--- src/rtl/ptr_fetch_pkg.sv ---
// Shared types and width helpers for the ptr_fetch pointer-struct responder.
package ptr_fetch_pkg;

  // Responder FSM encoding
  typedef enum logic [1:0] {
    ST_IDLE = 2'b00,
    ST_EVAL = 2'b01,
    ST_RESP = 2'b11,
    ST_HOLD = 2'b10
  } state_e;

  localparam int unsigned DEF_ADDR_W  = 8;
  localparam int unsigned DEF_COEF_AW = 10;
  localparam int unsigned DEF_PHASES  = 4;
  localparam int unsigned DEF_TAPS    = 16;
  localparam int unsigned DEF_CRED_W  = 4;

  // Phase index width; at least one bit
  function automatic int unsigned phase_w(input int unsigned phases);
    return (phases < 2) ? 1 : $clog2(phases);
  endfunction

endpackage

--- src/rtl/ptr_fetch_if.sv ---
// Request/response bundle between controller/sample writer and ptr_fetch.
interface ptr_fetch_if #(
  parameter int unsigned ADDR_W  = 8,
  parameter int unsigned COEF_AW = 10,
  parameter int unsigned PHASE_W = 2
);
  logic               ptrs_req;
  logic               new_in;
  logic               req_complete;
  logic               iw_valid;
  logic [ADDR_W-1:0]  smp_base;
  logic [COEF_AW-1:0] coef_base;
  logic [PHASE_W-1:0] phase;
  logic               last_phase;
  logic               ovf;

  modport master (
    output ptrs_req, new_in,
    input  req_complete, iw_valid, smp_base, coef_base, phase, last_phase, ovf
  );

  modport slave (
    input  ptrs_req, new_in,
    output req_complete, iw_valid, smp_base, coef_base, phase, last_phase, ovf
  );
endinterface

--- src/rtl/ptr_credit_cnt.sv ---
// Credit counter of written-but-unconsumed input samples.
// PTR_FETCH_OVF_DET_EN defined: saturating count with sticky overflow flag.
// PTR_FETCH_OVF_DET_EN undefined: count wraps, overflow flag tied low.
module ptr_credit_cnt #(
  parameter int unsigned CRED_W = 4
) (
  input  logic              clk,
  input  logic              rst_n,
  input  logic              en_i,
  input  logic              inc_i,
  input  logic              dec_i,
  output logic [CRED_W-1:0] cnt_o,
  output logic              zero_o,
  output logic              ovf_o
);

  logic [CRED_W-1:0] cnt_q;

`ifdef PTR_FETCH_OVF_DET_EN
  localparam logic [CRED_W-1:0] CNT_MAX = '1;
  logic ovf_q;

  // Saturating count; an unmatched increment at the ceiling flags overflow
  always_ff @(posedge clk) begin
    if (!rst_n) begin
      cnt_q <= '0;
      ovf_q <= 1'b0;
    end else if (en_i) begin
      if (inc_i && !dec_i) begin
        if (cnt_q == CNT_MAX) ovf_q <= 1'b1;
        else                  cnt_q <= cnt_q + CRED_W'(1);
      end else if (dec_i && !inc_i) begin
        cnt_q <= cnt_q - CRED_W'(1);
      end
    end
  end

  assign ovf_o = ovf_q;
`else
  // Wrapping count; simultaneous inc and dec cancel
  always_ff @(posedge clk) begin
    if (!rst_n) begin
      cnt_q <= '0;
    end else if (en_i) begin
      if (inc_i && !dec_i)      cnt_q <= cnt_q + CRED_W'(1);
      else if (dec_i && !inc_i) cnt_q <= cnt_q - CRED_W'(1);
    end
  end

  assign ovf_o = 1'b0;
`endif

  assign cnt_o  = cnt_q;
  assign zero_o = (cnt_q == '0);

endmodule

--- src/rtl/ptr_fetch.sv ---
// ptr_fetch: answers controller pointer requests with a registered struct
// (sample base, coefficient base, phase), tracking phase, ring head and credit.
// Optional feature macro: PTR_FETCH_OVF_DET_EN (credit saturation + overflow flag).
module ptr_fetch
  import ptr_fetch_pkg::*;
#(
  parameter int unsigned ADDR_W  = DEF_ADDR_W,
  parameter int unsigned COEF_AW = DEF_COEF_AW,
  parameter int unsigned PHASES  = DEF_PHASES,
  parameter int unsigned TAPS    = DEF_TAPS,
  parameter int unsigned CRED_W  = DEF_CRED_W
) (
  input  logic   clk,
  input  logic   rst_n,
  input  logic   en,
  ptr_fetch_if.slave bus
);

  localparam int unsigned PHASE_W = phase_w(PHASES);
  localparam logic [PHASE_W-1:0] PHASE_LAST = PHASE_W'(PHASES - 1);

  state_e             state_q;
  logic               req_complete_q;
  logic               iw_valid_q;
  logic               valid_q;
  logic               first_q;
  logic [ADDR_W-1:0]  smp_q;
  logic [COEF_AW-1:0] coef_q;
  logic [PHASE_W-1:0] phase_q;
  logic               last_q;

  logic [PHASE_W-1:0] phase_d;
  logic               need;
  logic               valid;
  logic               consume;
  logic [CRED_W-1:0]  cred_cnt;
  logic               cred_zero;
  logic               cred_ovf;

  // Next phase and validity of the struct under evaluation
  always_comb begin
    phase_d = '0;
    if (!first_q && phase_q != PHASE_LAST) phase_d = phase_q + PHASE_W'(1);
    need    = (phase_d == '0);
    valid   = !need || !cred_zero;
    consume = (state_q == ST_EVAL) && need && valid;
  end

  ptr_credit_cnt #(
    .CRED_W (CRED_W)
  ) u_cred (
    .clk    (clk),
    .rst_n  (rst_n),
    .en_i   (en),
    .inc_i  (bus.new_in),
    .dec_i  (consume),
    .cnt_o  (cred_cnt),
    .zero_o (cred_zero),
    .ovf_o  (cred_ovf)
  );

  // Request FSM with registered response strobe and pointer struct
  always_ff @(posedge clk) begin
    if (!rst_n) begin
      state_q        <= ST_IDLE;
      req_complete_q <= 1'b0;
      iw_valid_q     <= 1'b0;
      valid_q        <= 1'b0;
      first_q        <= 1'b1;
      smp_q          <= '0;
      coef_q         <= '0;
      phase_q        <= '0;
      last_q         <= 1'b0;
    end else if (en) begin
      req_complete_q <= 1'b0;
      iw_valid_q     <= 1'b0;
      unique case (state_q)
        ST_IDLE: begin
          if (bus.ptrs_req) state_q <= ST_EVAL;
        end
        ST_EVAL: begin
          valid_q <= valid;
          if (valid) begin
            first_q <= 1'b0;
            phase_q <= phase_d;
            last_q  <= (phase_d == PHASE_LAST);
            coef_q  <= need ? '0 : coef_q + COEF_AW'(TAPS);
            if (need) smp_q <= smp_q + ADDR_W'(1);
          end
          state_q <= ST_RESP;
        end
        ST_RESP: begin
          req_complete_q <= 1'b1;
          iw_valid_q     <= valid_q;
          state_q        <= valid_q ? ST_HOLD : ST_IDLE;
        end
        ST_HOLD: begin
          if (!bus.ptrs_req) state_q <= ST_IDLE;
        end
        default: state_q <= ST_IDLE;
      endcase
    end
  end

  assign bus.req_complete = req_complete_q;
  assign bus.iw_valid     = iw_valid_q;
  assign bus.smp_base     = smp_q;
  assign bus.coef_base    = coef_q;
  assign bus.phase        = phase_q;
  assign bus.last_phase   = last_q;
  assign bus.ovf          = cred_ovf;

  logic unused_cnt;
  assign unused_cnt = ^cred_cnt;

endmodule

--- src/flat_wrapper.sv ---
// flat-port wrapper written by rule: the top's interface ports become plain ports
module ptr_fetch_flat import ptr_fetch_pkg::*;
#(
  parameter int unsigned ADDR_W  = DEF_ADDR_W,
  parameter int unsigned COEF_AW = DEF_COEF_AW,
  parameter int unsigned PHASES  = DEF_PHASES,
  parameter int unsigned TAPS    = DEF_TAPS,
  parameter int unsigned CRED_W  = DEF_CRED_W
)
  (clk, rst_n, en, bus_ptrs_req, bus_new_in, bus_req_complete, bus_iw_valid, bus_smp_base, bus_coef_base, bus_phase, bus_last_phase, bus_ovf);
  ptr_fetch_if #(.ADDR_W(ADDR_W), .COEF_AW(COEF_AW), .PHASE_W((2))) bus_i ();
  input  logic clk;
  input  logic rst_n;
  input  logic en;
  input wire logic [$bits(bus_i.ptrs_req)-1:0] bus_ptrs_req;
  input wire logic [$bits(bus_i.new_in)-1:0] bus_new_in;
  output wire logic [$bits(bus_i.req_complete)-1:0] bus_req_complete;
  output wire logic [$bits(bus_i.iw_valid)-1:0] bus_iw_valid;
  output wire logic [$bits(bus_i.smp_base)-1:0] bus_smp_base;
  output wire logic [$bits(bus_i.coef_base)-1:0] bus_coef_base;
  output wire logic [$bits(bus_i.phase)-1:0] bus_phase;
  output wire logic [$bits(bus_i.last_phase)-1:0] bus_last_phase;
  output wire logic [$bits(bus_i.ovf)-1:0] bus_ovf;
  assign bus_i.ptrs_req = bus_ptrs_req;
  assign bus_i.new_in = bus_new_in;
  assign bus_req_complete = bus_i.req_complete;
  assign bus_iw_valid = bus_i.iw_valid;
  assign bus_smp_base = bus_i.smp_base;
  assign bus_coef_base = bus_i.coef_base;
  assign bus_phase = bus_i.phase;
  assign bus_last_phase = bus_i.last_phase;
  assign bus_ovf = bus_i.ovf;
  ptr_fetch #(.ADDR_W(ADDR_W), .COEF_AW(COEF_AW), .PHASES(PHASES), .TAPS(TAPS), .CRED_W(CRED_W)) u_core (.clk(clk), .rst_n(rst_n), .en(en), .bus(bus_i));
endmodule
--- config.mk ---
export PLATFORM = sky130hd
export DESIGN_NAME = ptr_fetch_flat
export DESIGN_NICKNAME = d
export VERILOG_FILES = /design/src/rtl/ptr_fetch_pkg.sv /design/src/rtl/ptr_fetch_if.sv /design/src/rtl/ptr_credit_cnt.sv /design/src/rtl/ptr_fetch.sv /design/src/flat_wrapper.sv
export SDC_FILE = /design/constraint.sdc
export NUM_CORES = 1
export LEC_CHECK = 0
export ABC_AREA = 1
export CORE_UTILIZATION = 53
export CTS_BUF_LIST = sky130_fd_sc_hd__clkbuf_4
export DETAILED_ROUTE_END_ITERATION = 7
export PLACE_DENSITY = 0.89
export SYNTH_ARGS = -nofsm -noshare
export SYNTH_HDL_FRONTEND = slang
export SYNTH_SLANG_ARGS = --single-unit
export TNS_END_PERCENT = 20
--- constraint.sdc ---
create_clock -name clk -period 3.1 [get_ports clk]
set_input_delay 0.62 -clock clk [delete_from_list [all_inputs] [get_ports clk]]
set_output_delay 0.62 -clock clk [all_outputs]
set_load 0.01 [all_outputs]
# Yosys cells after proc, flatten, opt, wreduce, memory -nomap -nowiden
# Index checks and enable logic that the tools add are counted.
# classes
n_eq_ne	7
muxes	10
reduce_logical	20
n_addsub	5
# op_table
cell	n
$add A10 B5 Y10 const B	1
$mux W10	1
$add A8 B1 Y8 const B	1
$mux W2	4
$mux W4	2
$pmux W2 S4	1
$eq A2 B2 Y1 const B	3
$ne A2 B2 Y1 const B	3
$reduce_and A3 Y1	2
$logic_and A1 B1 Y1	5
$logic_not A1 Y1	5
$add A4 B1 Y4 const B	1
$logic_not A2 Y1	2
$logic_not A4 Y1	1
$reduce_and A2 Y1	2
$reduce_and A4 Y1	1
$sub A4 B1 Y4 const B	1
$add A2 B1 Y2 const B	1
$eq A2 B1 Y1 const B	1
$mux W1	2
$reduce_bool A2 Y1	1
$logic_or A1 B1 Y1	1
# totals
input_bits	5
out_inout_bits	24
word_cells	52
ff_bits	31

# Logic depth before layout (Yosys ltp)
# depth
depth_word	11
ltp_mapped	14
depth_no_buf	14

# Modules after synthesis
# From an unflattened synthesis, not the netlist that was laid out.
# unflattened
cells_unflattened	223
area_unflattened_um2	1549.0
# modules_own_cells
mod	cells_each	area_per_inst_um2	instances
ptr_fetch	182	1253.7	1
ptr_credit_cnt	41	295.3	1

# Worst setup path after synthesis
# Ideal clock, no wire load.
# synth_path
path_type	register to register
start	register u_core.phase_q[0] (netlist: u_core.bus.phase[0])
end	register u_core.u_cred.cnt_q[3] (netlist: u_core.u_cred.cnt_o[3])
setup_time_ns	0.070
arrival_ns	2.252
t_required_ns	3.030
stages_incl_launch_ff	13
n_path_buf	0
synth_period_minus_slack_ns	2.323
slack_ns	0.777
cell_sequence	dfxtp_1 -> ha_1 -> o21ai_4 -> nand4_1 -> ha_1 -> inv_1 -> ha_1 -> or2_2 -> nand2_1 -> nand2_1 -> nand2_1 -> nand2_1 -> a21oi_1
# synth_via
elab_chain_cells	11
elab_cells_between_ends	15
# synth_lines
element	line	source
start: declaration	ptr_fetch.sv:29	logic [PHASE_W-1:0] phase_q;
start signal: assignment	ptr_fetch.sv:85	phase_q <= phase_d;
branches (longest 2 deep; another with $add A2 B1 Y2)	n/a	
$mux W2 *	ptr_fetch.sv:43	if (!first_q && phase_q != PHASE_LAST) phase_d = phase_q + PHASE_W'(1);
$logic_not A2 Y1 *	ptr_fetch.sv:44	need = (phase_d == '0);
$logic_not A1 Y1	ptr_fetch.sv:45	valid = !need || !cred_zero;
$logic_or A1 B1 Y1	ptr_fetch.sv:45	
$logic_and A1 B1 Y1 *	ptr_fetch.sv:46	consume = (state_q == ST_EVAL) && need && valid;
$logic_not A1 Y1	ptr_credit_cnt.sv:45	if (inc_i && !dec_i) cnt_q <= cnt_q + CRED_W'(1);
$logic_and A1 B1 Y1	ptr_credit_cnt.sv:45	
$reduce_bool A2 Y1 (no line)	n/a	
$reduce_and A2 Y1 (no line)	n/a	
end signal: assignment	ptr_credit_cnt.sv:45	
end signal: assignment	ptr_credit_cnt.sv:46	else if (dec_i && !inc_i) cnt_q <= cnt_q - CRED_W'(1);
end: declaration	ptr_credit_cnt.sv:17	logic [CRED_W-1:0] cnt_q;
# Every way passes the cells marked *.
# A chain may end at the register's enable or synchronous reset.

# Final worst setup path
# Ends and elaborated chain as after synthesis.

==> metrics list <==
- Run status: complete, no violations
* Critical path capture point: u_core.u_cred.cnt_o[3]
- In this run the worst path has a maximum fanout of 7.
* WP data required: 3370 ps
- Number of hold buffers added after CTS: 0
* Achievable Freq: 400 MHz
- GPL Wtd Cong: 0.781
* Slew Limit Fails: 0
- Pin count of the biggest net entering global routing: 16
- Global-route wire length before repair: 5150 um
- Num rows: 19
- Antenna violations before repair: 0
- Multi-input gate area: 848 sq um
- Total CTS buffers: 3
- For this run the aggregate overflow at the end of global routing stands at 0.
- WP data arrival: 2770 ps
- Overall power after layout: 657 uW
- Seq/Total Area, Yosys: 0.355
- GR Util All Layers: 0.201
* Met1 Use GR: 0.227
* Worst setup path startpoint: u_core.bus.phase[0]
- Setup repair after global routing missed its margin: no
- FF/Latch Area: 541 sq um
- For the worst flop-to-flop path, the logic depth is 12.
- The via count of the first global-routing pass was 1315.
* Synthesized instance count: 223
- TritonCTS built the clock tree.
- Layer carrying the most global-route usage: met2
- Die area: 0.00309 sq mm
- Distinct cell type count after synthesis: 29
- Buffers added to address setup during post-CTS repair amount to 0.
- Util after Layout: 0.657
- Setup violations remaining at the end of the flow were counted as 0.
* Die extent in y: 55.6 um
- The final layout contains 261 nets.
- IR analysis of the VDD net gives a maximum drop of 0.335 mV.
* Final cycle utilization of the critical path: 0.806
- The count of nets left with antenna violations once routing finished came out at 0.
- In the final routed layout, each cell accounts on average for 10.3 um.
- HPWL Detailed: 2170 um
- STA classifies the critical path endpoint as a flip-flop.
- Beginning of the worst register-to-register path: u_core.bus.phase[0]
- CTS H-tree depth: 1
* Number of maximum-capacitance violations: 0
- The clock arrives with 7.51 ps of skew.
- Clock latency reported for the late side of the worst-skew pair: 340 ps
- Remaining design rule violation count: 0
- Total vias in the final route: 1409
- The cell area that synthesis handed to floorplanning was 0.00152 sq mm.
- Layout cell share with drive strength beyond 1: 0.0766
- Endpoint of the worst-slack reg-to-reg timing path: u_core.u_cred.cnt_o[3]
- The critical path is of the flip-flop to flip-flop type.
* Leakage power of the design: 0.000749 uW
- Area growth from synthesis to final layout: 18.0%
* Die boundary width: 55.6 um
- The filler cells instantiated in the layout total 255.
* Floorplan core area: 0.00273 sq mm
- Clock root buffer master: sky130_fd_sc_hd__clkbuf_4
* Worst-case register-to-register setup slack: 600 ps
* Fraction of met3 tracks used by global routing: 0.0279
- The first detailed-routing pass took 4 iterations.
- The repair_antennas step left the layout with diodes totalling 0.
* Via count normalized by instance count: 5.05
* Power density over cell area: 366 mW/mm^2
- STA classifies the critical path startpoint as a flip-flop.
- Hold violation count in the final report: 0
- Maximum buffer depth of the clock tree: 2
- Total Wirelength: 2860 um
- Number of primary I/O pins: 29
- After clock tree synthesis, the repair step resized 0 gates.
* Starting DRT DRC Count: 39
- Class of the most critical hold timing path: flip-flop to flip-flop
- Averaged over all synthesized cells, the footprint is 6.82 sq um.
- The synthesized design contains 27 register bits.
- Final cell area excluding filler cells: 0.00180 sq mm
* Cell Area, Placed: 0.00177 sq mm
* GR met2 Demand/Resource: 0.382
- Counting I/O delays and the setup requirement, the final critical path takes 2500 ps.
* Port buffer count: 23
- For this design, the sink count on the clock tree is 27.
- In the final timing run, aggregate negative setup slack is 0 ps.
* Number of warnings issued by yosys: 0
* Initial Utilization: 0.557
- After clock tree synthesis, the clock-pin slew on the worst setup and hold paths is 150 ps.
==> where the power goes <==
part | leakage (uW) | switching, uW | internal [uW]
clock | 0.0000177 | 110 | 48.6
combinational | 0.000512 | 77.2 | 47.2
sequential | 0.000219 | 13.4 | 360
==> how the worst min path moves through the flow <==
stage / startpoint / to / slack (ps) / cells past startpoint
6_report: u_core.first_q / u_core.first_q / 470 / 2
5_1_grt: u_core.bus.last_phase / u_core.bus.last_phase / 500 / 2
4_1_cts: u_core.first_q / u_core.first_q / 480 / 2
3_5_place_dp: u_core.first_q / u_core.first_q / 460 / 2
3_3_place_gp: u_core.first_q / u_core.first_q / 460 / 2
2_1_floorplan: u_core.first_q / u_core.first_q / 440 / 2
==> logic make-up (layout without fill, tap and decap cells) <==
family / count (synthesis) / count (layout) / share of synthesized area
adders and majority gates: 7 / 7 / 0.0625
and+or+nand+nor: 120 / 120 / 0.346
AOI/OAI and AO/OA: 31 / 31 / 0.113
buffers and inverters: 33 / 54 / 0.0970
DFF: 27 / 27 / 0.355
other: 1 / 5 / 0.00246
xor gates and xnor gates: 4 / 4 / 0.0230
==> synthesized netlist by cell type (all sizes together) <==
master,instances,area share
clkbuf,2,0.0049
nor2,27,0.079
ha,6,0.049
or2,1,0.0041
xnor2,2,0.012
nand3,15,0.061
nand4,1,0.0041
nand3b,1,0.0049
dfxtp,27,0.36
nand2,75,0.19
fa,1,0.013
o21ai,10,0.043
xor2,2,0.012
inv,26,0.067
buf,5,0.025
a21oi,20,0.066
conb,1,0.0025
o211ai,1,0.0049
==> layout make-up <==
| cell class | count | share of cell area |
|---|---|---|
| Sequential cell | 27 | 0.301 |
| Tap cell | 31 | 0.0216 |
| Multi-Input combinational cell | 167 | 0.472 |
| Timing Repair Buffer | 24 | 0.132 |
| Clock buffer | 3 | 0.0125 |
| Clock inverter | 1 | 0.00279 |
| Inverter | 26 | 0.0571 |
==> per-layer routing <==
| metal | up-vias | wire length (um) |
|---|---|---|
| met5 | - | 0 |
| met3 | 2 | 84 |
| li1 | 748 | - |
| met2 | 27 | 1410 |
| met1 | 632 | 1340 |
| met4 | 0 | 31 |
==> through the flow <==
stage,std cells,setup WS (ps),hold slack (ps)
CTS,279,587,477
detailed placement,275,609,457
global placement,275,703,456
finish,279,601,474
global route,279,422,499
floorplan,227,777,439
==> sequential cells by signal (all words and copies together), names as in the netlist <==
name and cells:
u_core.first_q 1, u_core.bus.smp_base 8, u_core.bus.last_phase 1, u_core.bus.coef_base 6, u_core.bus.phase 2, u_core.bus.req_complete 1, u_core.u_cred.cnt_o 4, u_core.bus.iw_valid 1
u_core.state_q 2, u_core.valid_q 1
==> critical path, stage by stage, from the launching register on <==
cell                      delay (ps)
sky130_fd_sc_hd__dfxtp_1         370
sky130_fd_sc_hd__ha_1            360
sky130_fd_sc_hd__o21ai_4         270
sky130_fd_sc_hd__nand4_1         130
sky130_fd_sc_hd__ha_1            220
sky130_fd_sc_hd__inv_1           150
sky130_fd_sc_hd__ha_1            280
sky130_fd_sc_hd__or2_2           310
sky130_fd_sc_hd__nand2_1          70
sky130_fd_sc_hd__nand2_1          40
sky130_fd_sc_hd__nand2_1          50
sky130_fd_sc_hd__nand2_1          40
sky130_fd_sc_hd__a21oi_1         130
==> placed cells by master (no fill, tap or decap), types with 2 or more instances in the layout <==
cell	instances
sky130_fd_sc_hd__ha_1	6
sky130_fd_sc_hd__dfxtp_1	27
sky130_fd_sc_hd__a21oi_1	20
sky130_fd_sc_hd__clkdlybuf4s50_1	23
sky130_fd_sc_hd__nor2_1	25
sky130_fd_sc_hd__nand2_2	2
sky130_fd_sc_hd__clkbuf_4	3
sky130_fd_sc_hd__nand2_1	72
sky130_fd_sc_hd__nand3_1	13
sky130_fd_sc_hd__xnor2_1	2
sky130_fd_sc_hd__inv_1	22
sky130_fd_sc_hd__conb_1	5
sky130_fd_sc_hd__o21ai_0	7
sky130_fd_sc_hd__xor2_1	2
sky130_fd_sc_hd__inv_2	3
Power figures use the tool's default switching activity.
